[src/rtl/dvp_rgb565_capture.sv]
// rtl/dvp_rgb565_capture.sv - DVP 8-bit camera capture to RGB565 pixels with FWFT pixel FIFO.
// Optional macro DVP_CAPTURE_COORD_EN adds per-pixel x/y coordinates carried through the FIFO.
module dvp_rgb565_capture #(
  parameter int RGB_PXL_W  = 16,
  parameter int DVP_DAT_W  = 8,
  parameter int FIFO_DEPTH = 4
) (
  input  logic                 clk,
  input  logic                 rst_n,
  input  logic                 capture_en_i,
  input  logic                 dvp_pclk_i,
  input  logic                 dvp_vsync_i,
  input  logic                 dvp_href_i,
  input  logic [DVP_DAT_W-1:0] dvp_dat_i,
  output logic [RGB_PXL_W-1:0] rgb_pxl_o,
  output logic                 rgb_pxl_vld_o,
  input  logic                 rgb_pxl_rdy_i,
  output logic                 frame_start_o,
  output logic                 ovf_o,
`ifdef DVP_CAPTURE_COORD_EN
  output logic [11:0]          pxl_x_o,
  output logic [11:0]          pxl_y_o,
`endif
  input  logic                 ovf_clr_i
);

  localparam int AW = $clog2(FIFO_DEPTH);
`ifdef DVP_CAPTURE_COORD_EN
  localparam int FW = RGB_PXL_W + 24;
`else
  localparam int FW = RGB_PXL_W;
`endif
  localparam logic [AW:0] PTR_ONE = 1;

  typedef enum logic [1:0] {ST_IDLE, ST_WAIT_VS, ST_ACTIVE} state_t;

  logic                 r_pclk_s1, r_pclk_s2, r_pclk_s3;
  logic                 r_vs_s1, r_vs_s2, r_vs_s3;
  logic                 r_href_s1, r_href_s2;
  logic [DVP_DAT_W-1:0] r_dat_s1, r_dat_s2;

  state_t               r_state, w_state_nxt;
  logic                 w_frame_start;
  logic                 r_frame_start;
  logic                 r_phase;
  logic [DVP_DAT_W-1:0] r_hi;
  logic                 r_ovf;

  logic                 w_pclk_rise, w_vs_rise, w_vs_fall;
  logic                 w_byte_en, w_push;
  logic [FW-1:0]        w_wdata;

  logic [FW-1:0]        r_mem [FIFO_DEPTH];
  logic [AW:0]          r_wr_ptr, r_rd_ptr;
  logic                 w_empty, w_full, w_pop, w_wr, w_ovf_set;
  logic [FW-1:0]        w_head;

  always_ff @(posedge clk or negedge rst_n) begin
    if (!rst_n) begin
      r_pclk_s1 <= 1'b0; r_pclk_s2 <= 1'b0; r_pclk_s3 <= 1'b0;
      r_vs_s1   <= 1'b0; r_vs_s2   <= 1'b0; r_vs_s3   <= 1'b0;
      r_href_s1 <= 1'b0; r_href_s2 <= 1'b0;
      r_dat_s1  <= '0;   r_dat_s2  <= '0;
    end else begin
      r_pclk_s1 <= dvp_pclk_i;  r_pclk_s2 <= r_pclk_s1; r_pclk_s3 <= r_pclk_s2;
      r_vs_s1   <= dvp_vsync_i; r_vs_s2   <= r_vs_s1;   r_vs_s3   <= r_vs_s2;
      r_href_s1 <= dvp_href_i;  r_href_s2 <= r_href_s1;
      r_dat_s1  <= dvp_dat_i;   r_dat_s2  <= r_dat_s1;
    end
  end

  assign w_pclk_rise = r_pclk_s2 & ~r_pclk_s3;
  assign w_vs_rise   = r_vs_s2 & ~r_vs_s3;
  assign w_vs_fall   = ~r_vs_s2 & r_vs_s3;

  always_comb begin
    w_state_nxt   = r_state;
    w_frame_start = 1'b0;
    case (r_state)
      ST_IDLE:    if (capture_en_i) w_state_nxt = ST_WAIT_VS;
      ST_WAIT_VS: begin
        if (!capture_en_i) begin
          w_state_nxt = ST_IDLE;
        end else if (w_vs_fall) begin
          w_state_nxt   = ST_ACTIVE;
          w_frame_start = 1'b1;
        end
      end
      ST_ACTIVE:  if (w_vs_rise) w_state_nxt = capture_en_i ? ST_WAIT_VS : ST_IDLE;
      default:    w_state_nxt = ST_IDLE;
    endcase
  end

  always_ff @(posedge clk or negedge rst_n) begin
    if (!rst_n) begin
      r_state       <= ST_IDLE;
      r_frame_start <= 1'b0;
    end else begin
      r_state       <= w_state_nxt;
      r_frame_start <= w_frame_start;
    end
  end

  // vsync rising ends the frame, so a byte landing on that cycle is part of the discarded remainder
  assign w_byte_en = (r_state == ST_ACTIVE) & w_pclk_rise & r_href_s2 & ~w_vs_rise;
  assign w_push    = w_byte_en & r_phase;

  always_ff @(posedge clk or negedge rst_n) begin
    if (!rst_n) begin
      r_phase <= 1'b0;
      r_hi    <= '0;
    end else begin
      if ((r_state != ST_ACTIVE) || !r_href_s2 || w_vs_rise) begin
        r_phase <= 1'b0;
      end else if (w_byte_en) begin
        r_phase <= ~r_phase;
      end
      if (w_byte_en && !r_phase) r_hi <= r_dat_s2;
    end
  end

`ifdef DVP_CAPTURE_COORD_EN
  logic        r_href_s3;
  logic [11:0] r_x, r_y;
  logic        w_href_fall;

  assign w_href_fall = r_href_s3 & ~r_href_s2;

  always_ff @(posedge clk or negedge rst_n) begin
    if (!rst_n) begin
      r_href_s3 <= 1'b0;
      r_x       <= '0;
      r_y       <= '0;
    end else begin
      r_href_s3 <= r_href_s2;
      if ((r_state != ST_ACTIVE) || w_href_fall) begin
        r_x <= '0;
      end else if (w_push && (r_x != 12'hFFF)) begin
        r_x <= r_x + 12'd1;
      end
      if (w_frame_start) begin
        r_y <= '0;
      end else if ((r_state == ST_ACTIVE) && w_href_fall && (r_y != 12'hFFF)) begin
        r_y <= r_y + 12'd1;
      end
    end
  end

  assign w_wdata = {r_y, r_x, r_hi, r_dat_s2};
`else
  assign w_wdata = {r_hi, r_dat_s2};
`endif

  assign w_empty   = (r_wr_ptr == r_rd_ptr);
  assign w_full    = (r_wr_ptr[AW] != r_rd_ptr[AW]) && (r_wr_ptr[AW-1:0] == r_rd_ptr[AW-1:0]);
  assign w_pop     = ~w_empty & rgb_pxl_rdy_i;
  assign w_wr      = w_push & (~w_full | w_pop);
  assign w_ovf_set = w_push & w_full & ~w_pop;

  always_ff @(posedge clk) begin
    if (w_wr) r_mem[r_wr_ptr[AW-1:0]] <= w_wdata;
  end

  always_ff @(posedge clk or negedge rst_n) begin
    if (!rst_n) begin
      r_wr_ptr <= '0;
      r_rd_ptr <= '0;
      r_ovf    <= 1'b0;
    end else begin
      if (w_wr)  r_wr_ptr <= r_wr_ptr + PTR_ONE;
      if (w_pop) r_rd_ptr <= r_rd_ptr + PTR_ONE;
      r_ovf <= (r_ovf & ~ovf_clr_i) | w_ovf_set;
    end
  end

  // Head is masked when empty so the outputs read zero out of reset
  assign w_head        = w_empty ? '0 : r_mem[r_rd_ptr[AW-1:0]];
  assign rgb_pxl_o     = w_head[RGB_PXL_W-1:0];
  assign rgb_pxl_vld_o = ~w_empty;
  assign frame_start_o = r_frame_start;
  assign ovf_o         = r_ovf;
`ifdef DVP_CAPTURE_COORD_EN
  assign pxl_x_o       = w_head[RGB_PXL_W +: 12];
  assign pxl_y_o       = w_head[RGB_PXL_W+12 +: 12];
`endif

endmodule

[config.mk]
export PLATFORM = sky130hd
export DESIGN_NAME = dvp_rgb565_capture
export DESIGN_NICKNAME = d
export VERILOG_FILES = /design/src/rtl/dvp_rgb565_capture.sv
export SDC_FILE = /design/constraint.sdc
export NUM_CORES = 1
export LEC_CHECK = 0
export BUFFER_PORTS_ARGS = -buffer_cell sky130_fd_sc_hd__buf_2
export CAP_MARGIN = 20
export CELL_PAD_IN_SITES_DETAIL_PLACEMENT = 1
export CELL_PAD_IN_SITES_GLOBAL_PLACEMENT = 2
export CORE_ASPECT_RATIO = 0.6
export CORE_UTILIZATION = 25
export CTS_CLUSTER_SIZE = 8
export DETAILED_ROUTE_END_ITERATION = 8
export GPL_TIMING_DRIVEN = 0
export MAX_ROUTING_LAYER = met4
export PLACE_DENSITY = 0.5
export SLEW_MARGIN = 20
export SYNTH_ARGS = -nofsm -noshare
export SYNTH_HDL_FRONTEND = slang
export SYNTH_SLANG_ARGS = --single-unit
[constraint.sdc]
create_clock -name clk -period 2.3 [get_ports clk]
set_clock_uncertainty 0.1 [all_clocks]
set_input_delay 0 -clock clk [delete_from_list [all_inputs] [get_ports clk]]
set_output_delay 0 -clock clk [all_outputs]
set_load 0.05 [all_outputs]
==> results.json <==
{
  "run_status": "finished with violations",
  "violations": "design-rule violations",
  "fill_cells": 1607,
  "finalWirelength_microns": 7510,
  "detailroute.via_count": 1880,
  "timing.critical_path.to_type": "output pin",
  "antenna_violations_before_repair": 0,
  "cts_tree": "yes",
  "layout-drive-gt1-share": 0.337,
  "timing.final.setup_violations": 0,
  "post-synth-top-area-cell": "sky130_fd_sc_hd__edfxtp_1",
  "route.detailed.vias_per_inst": 4.03,
  "crit_family": "buffers and inverters",
  "maximum_number_of_pins_on_one_net_before_global_route_repair": 44,
  "switching_share": 0.355,
  "timing.final.crit_share": 0.937,
  "ys_seq_elements": 107,
  "via_count_of_the_first_global_routing_pass": 2014,
  "cts_buffers": 9,
  "timing.fmax_mhz": 464,
  "num_antenna_cells": 0,
  "first_pass_detailed_route_iteration_total": 6,
  "combPwrFrac": 0.332,
  "routabilityCongestion": 0.638,
  "critical_path.reg2reg.endpoint": "r_mem[3][0]$_DFFE_PP_",
  "grt_setup_unrepaired": "no",
  "io_buffer_count": 34,
  "syn_avg_cell_area_sq_um": 20.1,
  "placement.setup.worst_slack_ns": -0.275,
  "floorplan.core_area_sq_um": 15500,
  "finalNetCount": 280,
  "initial_core_util": 0.258,
  "met3_layer_wire_length_in_the_routed_design_microns": 229,
  "finalHoldViolCount": 0,
  "hpwlAfterDp_microns": 4770,
  "max-clock-path-buffers": 2,
  "worst-setup-path-type": "reg -> out",
  "synth_seq_area_share": 0.750,
  "detailedRoute.firstIterationViolations": 92,
  "multi_input_area_sq_um": 942,
  "number_of_cells_on_the_critical_path": 5,
  "synth.top_cell.area_share": 0.481,
  "overall_track_demand_over_capacity_in_global_routing": 0.104,
  "timing.critical_path.fanout_max": 10,
  "critical_path.slowest_cell": "sky130_fd_sc_hd__mux4_2",
  "dr.max_layer_used": "met4",
  "ir_worst_vdd_uv": 361,
  "critical-path-max-stage-delay_ns": 0.53,
  "internal_power_mw": 3.53,
  "syn-cell-area_sq_um": 4000,
  "powerDensity_nw_per_um2": 1120,
  "worst-endpoint-required_ns": 2.20,
  "drv_cap": 0,
  "ys.warnings.count": 0,
  "ctsRootBufferMaster": "sky130_fd_sc_hd__clkbuf_16",
  "synth-edff-count": 64,
  "die_x_microns": 165,
  "chipHeight_microns": 99.9,
  "route.met2.wl_microns": 3200,
  "startpoint": "r_rd_ptr[0]$_DFFE_PN0P_",
  "power.leakage_nw": 1.88,
  "worstReg2RegStart": "r_rd_ptr[0]$_DFFE_PN0P_",
  "critical_path_buf_inv_count": 3,
  "crit_path_cell_trace": "buf_6, buf_6, mux4_2, and2b_1, buf_2",
  "clkSinkCount": 107,
  "ys_top_cells_by_count": "sky130_fd_sc_hd__edfxtp_1, sky130_fd_sc_hd__dfrtp_1, sky130_fd_sc_hd__mux4_2",
  "worst_slack_ns": 0.145,
  "post-cts-setup-buffers": 0,
  "grt_pass1_wl_microns": 11800,
  "synth_top_cells_by_area": "sky130_fd_sc_hd__edfxtp_1, sky130_fd_sc_hd__dfrtp_1, sky130_fd_sc_hd__mux4_2",
  "post-route-drc-count": 6,
  "drv_slew": 0,
  "register_to_register_path_depth": 5,
  "critPathMostFrequentCell": "sky130_fd_sc_hd__buf_6",
  "drt-met1-wl_microns": 3990,
  "ff_latch_area_sq_um": 3000,
  "synth.most_common_cell": "sky130_fd_sc_hd__edfxtp_1",
  "io-pin-count": 35,
  "netSwitchingPower_mw": 1.94,
  "yosys.cell_types.count": 29,
  "fp.dieArea_sq_um": 16500,
  "antenna_viol_nets_final": 0,
  "postSynth.asyncResetShare": 0.402,
  "area_delta_synth_final_pct": 22.2,
  "wire_per_inst_microns": 16.1,
  "worstSkewPairLatency_ns": 0.34,
  "global_route_congestion_overflow_total": 0,
  "postSynthCellCount": 199,
  "worst_setup_hold_path_clk_slew_ns": 0.07,
  "fin_crit_ns": 2.16,
  "worst_pin_slew_ns": 0.586,
  "final_core_utilization": 0.315,
  "cts-htree-levels": 3,
  "placementRows": 35,
  "yosys_most_used_dff": "sky130_fd_sc_hd__edfxtp_1",
  "worstPathArrival_ns": 2.06,
  "p_seq_frac": 0.403,
  "startpoint_type": "flop",
  "worstHoldPathType": "in -> async",
  "clk_pwr_share": 0.265,
  "synth_nets": 220,
  "worstSetupEndpoint": "rgb_pxl_o[13]",
  "r2r_setup_slk_ns": 0.18,
  "timing.slew.headroom": 0.610
}
[power groups by stage]
stage	Clock (mW)	Combinational (mW)	Sequential (mW)
floorplan	0	1.41	2.22
global placement	0	1.82	2.24
detailed placement	0	1.82	2.25
CTS	1.51	1.85	2.21
global route	1.58	1.95	2.22
finish	1.45	1.81	2.21
[sequential cells by signal (all words and copies together) (netlist names), 2 cells and up]
| signal | flops |
|---|---|
| r_dat_s2 | 8 |
| r_rd_ptr | 3 |
| r_hi | 8 |
| r_mem | 64 |
| r_wr_ptr | 3 |
| r_dat_s1 | 8 |
| r_state | 2 |
[logic make-up (layout without fill, tap and decap cells)]
family                   Yosys count  count (layout)  share of synthesized area
flip-flops                       107             107                      0.750
AND/OR/NAND/NOR                   37              37                     0.0658
multiplexers                      26              26                      0.127
buffers and inverters             12              77                     0.0175
XOR/XNOR                           8               8                     0.0175
adder cells (fa/ha/maj)            5               5                     0.0157
AO/OA/AOI/OAI                      4               4                    0.00658
[metal layers]
metal,track usage,vias up
li1,-,859
met1,0.146,990
met3,0.0314,7
met4,0.0339,0
met2,0.143,24
met5,-,-
[stage by stage]
stage	cells	hold WS (ns)	setup TNS [ns]	total power, mW	instance area, sq um
after global routing	467	0.178	0	5.75	4880
after global placement	436	0.00823	-21.01	4.07	4420
after CTS	467	0.174	0	5.57	4870
after detailed placement	437	0.00968	-11.59	4.07	4440
after floorplan	199	-0.396	0	3.63	4000
final	467	0.103	0	5.47	4880
[cell usage in the layout (no fill, tap or decap)]
master	n
sky130_fd_sc_hd__clkinv_2	1
sky130_fd_sc_hd__o21a_1	1
sky130_fd_sc_hd__nor3b_4	1
sky130_fd_sc_hd__ha_1	5
sky130_fd_sc_hd__xnor2_1	5
sky130_fd_sc_hd__nand2_1	2
sky130_fd_sc_hd__clkbuf_16	9
sky130_fd_sc_hd__clkinvlp_4	1
sky130_fd_sc_hd__dfrtp_1	43
sky130_fd_sc_hd__or3b_1	1
sky130_fd_sc_hd__and4b_1	3
sky130_fd_sc_hd__o22ai_1	1
sky130_fd_sc_hd__and3b_1	1
sky130_fd_sc_hd__clkbuf_2	1
sky130_fd_sc_hd__clkinv_4	2
sky130_fd_sc_hd__and2b_1	5
sky130_fd_sc_hd__mux2_2	1
sky130_fd_sc_hd__inv_1	5
sky130_fd_sc_hd__buf_4	1
sky130_fd_sc_hd__xor2_1	3
sky130_fd_sc_hd__mux4_2	16
sky130_fd_sc_hd__clkbuf_1	1
sky130_fd_sc_hd__inv_8	1
sky130_fd_sc_hd__clkbuf_4	1
sky130_fd_sc_hd__and2_4	3
sky130_fd_sc_hd__a21oi_1	1
sky130_fd_sc_hd__nor2_1	3
sky130_fd_sc_hd__nor2b_1	13
sky130_fd_sc_hd__buf_2	33
sky130_fd_sc_hd__dlygate4sd3_1	15
sky130_fd_sc_hd__mux2_4	9
sky130_fd_sc_hd__nand4b_1	2
sky130_fd_sc_hd__nand2b_2	1
sky130_fd_sc_hd__nand2b_4	1
sky130_fd_sc_hd__buf_6	5
sky130_fd_sc_hd__o21bai_1	1
sky130_fd_sc_hd__nor2_2	1
sky130_fd_sc_hd__edfxtp_1	64
sky130_fd_sc_hd__inv_6	1
[what timing repair did]
| action | CTS | global route |
|---|---|---|
| endpoints found under the setup margin | 58 | 48 |
| hold buffers | 15 | 0 |
| gates resized for setup | 5 | 5 |
| hold endpoints to repair | 61 | 0 |
[worst register-to-register path: cells and delay by family, from the launching register on]
family | cells | cell delay [ns]
DFF | 1 | 0.40
buffers and inverters | 2 | 0.43
and+or+nand+nor | 2 | 0.74
xor gates and xnor gates | 1 | 0.14
[worst min-delay path by stage]
stage            startpoint                      end  cells after the start
3_5_place_dp   dvp_dat_i[6]    r_dat_s1[6]$_DFF_PN0_                      1
2_1_floorplan         rst_n  frame_start_o$_DFF_PN0_                      0
6_report              rst_n    r_dat_s2[7]$_DFF_PN0_                      2
4_1_cts        dvp_dat_i[6]    r_dat_s1[6]$_DFF_PN0_                      2
3_3_place_gp   dvp_dat_i[6]    r_dat_s1[6]$_DFF_PN0_                      1
5_1_grt               rst_n    r_dat_s1[7]$_DFF_PN0_                      2
[layout make-up]
cell class / count / area share
Buffer: 6 / 0.0118
Clock buffer: 10 / 0.0469
Clock inverter: 6 / 0.0102
Inverter: 5 / 0.00384
Multi-Input combinational cell: 80 / 0.193
Sequential cell: 107 / 0.614
Tap cell: 203 / 0.0520
Timing Repair Buffer: 50 / 0.0684
Power figures use the tool's default switching activity.
